File: config.mk
export PLATFORM = sky130hd
export DESIGN_NAME = mac_tx_sched
export DESIGN_NICKNAME = d
export VERILOG_FILES = /design/src/rtl/mac_tx_sched.sv
export SDC_FILE = /design/constraint.sdc
export NUM_CORES = 1
export LEC_CHECK = 0
export ABC_AREA = 1
export CORE_MARGIN = 1
export CORE_UTILIZATION = 45
export CTS_BUF_LIST = sky130_fd_sc_hd__clkbuf_4
export CTS_CLUSTER_SIZE = 30
export DETAILED_ROUTE_END_ITERATION = 8
export GPL_TIMING_DRIVEN = 0
export PLACE_DENSITY = 0.88
export SLEW_MARGIN = 20
export SYNTH_ARGS = -nofsm -noshare
export SYNTH_HDL_FRONTEND = slang
export SYNTH_SLANG_ARGS = --single-unit
export TNS_END_PERCENT = 10
File: constraint.sdc
create_clock -name clk -period 3.05 [get_ports clk]
set_clock_uncertainty 0.1 [all_clocks]
set_input_delay 0.915 -clock clk [delete_from_list [all_inputs] [get_ports clk]]
set_output_delay 0.915 -clock clk [all_outputs]
set_load 0.02 [all_outputs]
File: src/rtl/mac_tx_sched.sv
// mac_tx_sched: egress scheduler that merges NQ per-priority pointer/data
// FIFO pairs into a single pointer/data FIFO read interface for the MAC.
// One queue is selected per frame (strict priority or round-robin) and the
// grant is held until the whole frame has been read, so frames never
// interleave.
//
// Handshake with the MAC (FIFO style): mac_ptr_empty low means mac_ptr_dout
// holds a valid pointer word; a mac_ptr_rd pulse while it is low consumes
// the word (mac_ptr_empty rises on the next edge, mac_ptr_dout stays held).
// Each mac_data_rd while bytes remain consumes one byte, which appears on
// mac_data_dout one cycle later. Reads with nothing to consume are dropped
// (and data over-reads are flagged in err_overread).
module mac_tx_sched #(
  parameter int NQ      = 4,
  parameter bit SP_MODE = 1'b1,
  parameter int DELAY   = 2
) (
  input  logic              clk,
  input  logic              rstn,
  input  logic [NQ-1:0]     q_en,
  input  logic [NQ-1:0]     q_ptr_empty,
  input  logic [16*NQ-1:0]  q_ptr_dout,
  output logic [NQ-1:0]     q_ptr_rd,
  input  logic [8*NQ-1:0]   q_data_dout,
  output logic [NQ-1:0]     q_data_rd,
  output logic              mac_ptr_empty,
  output logic [15:0]       mac_ptr_dout,
  input  logic              mac_ptr_rd,
  input  logic              mac_data_rd,
  output logic [7:0]        mac_data_dout,
  output logic [NQ-1:0]     grant,
  output logic              err_overread,
  output logic [2:0]        state_dbg
);

  localparam int IW = (NQ > 1) ? $clog2(NQ) : 1;

  localparam logic [2:0] S_IDLE  = 3'd0;
  localparam logic [2:0] S_FETCH = 3'd1;
  localparam logic [2:0] S_LOAD  = 3'd2;
  localparam logic [2:0] S_OFFER = 3'd3;
  localparam logic [2:0] S_XFER  = 3'd4;
  localparam logic [2:0] S_DRAIN = 3'd5;

  // DELAY was a delta-ordering aid in the original behavioural model; the
  // logic here is zero-delay, so the parameter is only range-checked.
  if (NQ < 2 || NQ > 8 || DELAY < 0) begin : g_param_check
    $error("mac_tx_sched: NQ must be 2..8 and DELAY must be non-negative");
  end

  logic [2:0]    state;
  logic [IW-1:0] rr_ptr;
  logic [IW-1:0] sel_idx;
  logic [10:0]   cnt;

  logic [NQ-1:0] req;
  logic [IW-1:0] base_idx;
  logic [IW-1:0] win_idx;
  logic          win_found;
  logic [NQ-1:0] win_onehot;
  logic [15:0]   ptr_word;
  logic          xfer_rd;

  assign req        = q_en & ~q_ptr_empty;
  assign base_idx   = SP_MODE ? '0 : rr_ptr;
  assign win_onehot = NQ'(1) << win_idx;
  assign state_dbg  = state;

  // Arbiter: first requesting queue searched upward from base_idx, wrapping.
  always_comb begin : p_arb
    int            j;
    logic [IW-1:0] cand;
    j         = 0;
    cand      = '0;
    win_found = 1'b0;
    win_idx   = '0;
    for (int k = 0; k < NQ; k++) begin
      j = int'(base_idx) + k;
      if (j >= NQ) j = j - NQ;
      cand = IW'(j);
      if (!win_found && req[cand]) begin
        win_found = 1'b1;
        win_idx   = cand;
      end
    end
  end

  // Datapath muxes driven from the registered queue select, so the last
  // byte (one cycle behind its read strobe) still comes from the granted
  // queue during DRAIN.
  assign ptr_word      = q_ptr_dout[16*sel_idx +: 16];
  assign mac_data_dout = (grant != '0) ? q_data_dout[8*sel_idx +: 8] : 8'h00;

  // Data reads are forwarded only while the frame still has bytes left.
  assign xfer_rd   = (state == S_XFER) && mac_data_rd && (cnt != 11'd0);
  assign q_data_rd = {NQ{xfer_rd}} & grant;

  // Frame sequencing: arbitrate, fetch the pointer, offer it, stream bytes.
  always_ff @(posedge clk or negedge rstn) begin
    if (!rstn) begin
      state         <= S_IDLE;
      grant         <= '0;
      sel_idx       <= '0;
      rr_ptr        <= '0;
      q_ptr_rd      <= '0;
      mac_ptr_empty <= 1'b1;
      mac_ptr_dout  <= 16'h0000;
      cnt           <= 11'd0;
    end else begin
      q_ptr_rd <= '0;
      case (state)
        S_IDLE: begin
          if (win_found) begin
            grant    <= win_onehot;
            sel_idx  <= win_idx;
            q_ptr_rd <= win_onehot;
            rr_ptr   <= (win_idx == IW'(NQ - 1)) ? '0 : win_idx + 1'b1;
            state    <= S_FETCH;
          end
        end
        S_FETCH: begin
          // pointer FIFO sees its read strobe this cycle; data next cycle
          state <= S_LOAD;
        end
        S_LOAD: begin
          mac_ptr_dout  <= ptr_word;
          cnt           <= ptr_word[10:0];
          mac_ptr_empty <= 1'b0;
          state         <= S_OFFER;
        end
        S_OFFER: begin
          // mac_ptr_dout is deliberately held: the MAC samples it late
          if (mac_ptr_rd) begin
            mac_ptr_empty <= 1'b1;
            state         <= (cnt == 11'd0) ? S_DRAIN : S_XFER;
          end
        end
        S_XFER: begin
          if (xfer_rd) begin
            cnt <= cnt - 11'd1;
            if (cnt == 11'd1) state <= S_DRAIN;
          end
        end
        S_DRAIN: begin
          grant <= '0;
          state <= S_IDLE;
        end
        default: state <= S_IDLE;
      endcase
    end
  end

  // Sticky flag for data reads issued when no frame bytes remain.
  always_ff @(posedge clk or negedge rstn) begin
    if (!rstn) begin
      err_overread <= 1'b0;
    end else if (mac_data_rd && (cnt == 11'd0)) begin
      err_overread <= 1'b1;
    end
  end

endmodule

==> results by group <==
Status
  • Status: completed

Yosys
  • Largest family of logic cells by synthesized area: simple AND/OR/NAND/NOR gates
  • Post-synthesis register bit count: 42
  • Multiplexer share of the synthesized area: 0
  • Top cells by area, synth: dfrtp_1 35%, nand2_1 19%, nor2_1 9.5%
  • Mapped cell area: between 0.002 and 0.003 sq mm
  • Register area share after synthesis: 0.359
  • Top-area cell type share of the netlist area: 0.350
  • Syn avg cell area: about 6.5 sq um
  • Synthesis Warnings: 0
  • XOR/XNOR Fraction of Synth Area: 0
  • Post-Synthesis Cells: 452
  • Syn Nets: around 560
  • Synth Area in Compound Gates: 0.150
  • Synth Area in Simple Gates: 0.398
  • Count of cell types in the netlist: 29
  • Synth Area in Adders: 0.00853
  • Cell accounting for the most synthesized area: dfrtp_1

Setup path
  • FF-to-FF Start: cnt[0]
  • Worst-path fanout max: 9
  • Crit Path Class: input pin to output pin
  • Worst setup EP type: output pin
  • R2R setup slack: ~1.2 ns
  • CP Cell Sequence: clkdlybuf4s50_1, inv_1, nor2_4, nand2_8, nor2_1, buf_2
  • Reg2Reg Depth: 10
  • Crit path DAT: between 1.5 and 2 ns
  • Crit path capture: q_data_rd[3]
  • Critical Path RT: 2.03 ns
  • Slowest CP cell: clkdlybuf4s50_1
  • FF-to-FF End: cnt[9]
  • Critical Path Max Stage Delay: roughly 0.45 ns
  • Startpoint Class: input pin
  • Worst setup path startpoint: mac_data_rd

Worst hold path
  • Hold crit path type: input pin to asynchronous set/reset pin

Pwr
  • Total design power: between 4 and 5 mW
  • Peak supply drop: about 0.55 mV
  • Logic gate share of total power: 0.661
  • P_int: approximately 2.0 mW
  • Seq pwr share: 0.248
  • Switching pwr: 2.04 mW
  • Sw frac: 0.502
  • PD cells: between 800 and 900 mW/mm^2
  • Clk pwr share: 0.091
  • Leakage power: ~2.2 nW

Floorplan
  • Initial Utilization: 0.465
  • Core Region: about 0.0063 sq mm
  • I/O Pins: approximately 150
  • Die width: around 83 um
  • Row cnt: 29
  • Die area: between 0.006 and 0.007 sq mm
  • Die Span Y: approximately 83 um

Timing
  • Fin. Hold Viols: 0
  • RSZ-0062 raised after global routing: no
  • Slew margin rel.: 0.441
  • Max Fclk: 337 MHz
  • Period Utilization, post-route: 0.974
  • Final Max Tran Viols: 0
  • Tmin final: a little under 3 ns
  • Worst-Margin Slew: between 0.8 and 0.9 ns
  • Setup violations, final: 0

Place
  • Placed cells: just under 700
  • Routability cong.: ~0.95
  • Final HPWL DP: just under 8000 um
  • Port Buffer Count: 148

CTS
  • Clock H-tree levels: 2
  • Num CTS Buffers: 5
  • CTS tree: done
  • Setup bufs post-CTS: 0
  • CTS Root Cell: clkbuf_4
  • CTS clk-pin slew, worst paths: about 0.15 ns
  • Clk sinks: 42
  • Clock Path Buffers: 2
  • Skew-Pair Late Insertion Delay: 0.37 ns
  • Hold Buf Count CTS: 0

Routing
  • Routed Antenna Nets: 0
  • # DRC: 0
  • Via Count: approximately 3600
  • Via density: roughly 5.2
  • DRT Wirelength: a little under 10000 um
  • Avg WL per Cell: around 14 um
  • Detailed Routing Iterations Pass 1: 5
  • Iteration-0 DRC Markers: 241

Cells and area
  • Most frequent cells in the layout: 148 x nand2_1, 135 x clkdlybuf4s50_1, 74 x nor2_1
  • Non-filler instance count after layout: about 690
  • Commonest non-fill, non-tap cell in the layout: nand2_1
  • Nets: approximately 700
  • Share of layout cells above drive strength 1: 0.100
  • Synth-to-layout area growth: 55.5%
  • FILL cells: approximately 550
  • Antenna fix cells: 0

Global route
  • GRT Util Overall: 0.298
  • Antenna violations before repair: 0
  • Pin count of the biggest net entering global routing: 29
  • Global route total overflow: 0
  • First-pass GRT wire length: approximately 15000 um
  • Vias in the first global route: 3446

Flow run
  • Max cap viols: 0
## sequential cells by signal (all words and copies together), names as in the netlist
| name | cells |
|---|---|
| cnt | 11 |
| mac_ptr_empty | 1 |
| q_ptr_rd | 4 |
| err_overread | 1 |
| sel_idx | 2 |
| grant | 4 |
| mac_ptr_dout | 16 |
| state_dbg | 3 |
## area by class of cell
type / count / area (sq um) / area share
sequential: 42 / 1050 / 0.231
tap: 77 / 96.3 / 0.0211
buffer: 21 / 115 / 0.0252
inverter: 35 / 131 / 0.0288
multi-input combinational: 354 / 1640 / 0.360
clock inverter: 3 / 45.0 / 0.00988
timing repair buffer: 149 / 1440 / 0.316
clock buffer: 5 / 37.5 / 0.00823
## stage by stage
stage / utilization / instance area, sq um / worst slack, ns / hold WS, ns / TNS, ns
after global routing: 0.722 / 4560 / 0.000550 / 0.352 / 0
after CTS: 0.729 / 4600 / -0.0305 / 0.338 / -0.0305
after floorplan: - / 2930 / 0.531 / 0.381 / 0
final: 0.722 / 4560 / 0.0796 / 0.330 / 0
after detailed placement: 0.718 / 4530 / -0.374 / 0.367 / -4.04
after global placement: 0.714 / 4510 / -0.366 / 0.363 / -6.87
## power by group through the flow
stage	logic (mW)	registers (mW)	clock network, mW
after global placement	2.67	0.999	0
final	2.69	1.01	0.373
after CTS	2.73	1.00	0.375
after global routing	2.97	1.04	0.392
after floorplan	1.50	1.17	0
after detailed placement	2.75	1.01	0
## kinds of logic (layout without fill, tap and decap cells)
logic type      Yosys count  in the layout
compound gates           81             81
fa+ha+maj                 2              2
buf+inv                  56            213
flops                    42             42
simple gates            271            271
## worst min path at each step
stage,slack (ns),endpoint,startpoint
final,0.33,cnt[10],rstn
after CTS,0.34,cnt[10],rstn
after global placement,0.36,mac_ptr_dout[2],mac_ptr_dout[2]
after detailed placement,0.37,err_overread,err_overread
after global routing,0.35,q_ptr_rd[2],rstn
after floorplan,0.38,cnt[7],cnt[7]
## per-layer routing
| metal | track usage | vias to the layer above | routed length [um] |
|---|---|---|---|
| met5 | 0 | - | 0 |
| met4 | 0.155 | 0 | 494 |
| met3 | 0.0538 | 45 | 674 |
| met2 | 0.520 | 162 | 4720 |
| met1 | 0.347 | 1626 | 3910 |
| li1 | - | 1761 | - |
## synthesized netlist by cell type
cell      number
nor2_4         2
inv_2          2
inv_1         33
clkbuf_1       6
nand2_8        2
buf_2         11
nor3_1         1
nand3_2        2
nor2_2         3
buf_8          1
o21bai_1       1
nand4_1        2
dfrtp_1       41
dfstp_2        1
a21oi_1       10
nand2_1      148
nor2_1        74
ha_1           2
nor4_1         1
nand2_2        2
o21ai_0       55
a21oi_2        1
buf_4          3
nor2_8         1
nand2_4        2
o22ai_1        8
nand3_1       31
o21ai_2        5
o21ai_1        1
## worst max-delay path, delay by kind of cell
family	cells	cell delay [ns]
buffers and inverters	3	0.69
and+or+nand+nor	3	0.34
## repair_timing
item	in CTS	in global routing
gates resized for setup	38	11
endpoints found under the setup margin	12	12
hold endpoints to repair	0	0
pin swaps	0	2
(Power assumes the default switching activity.)
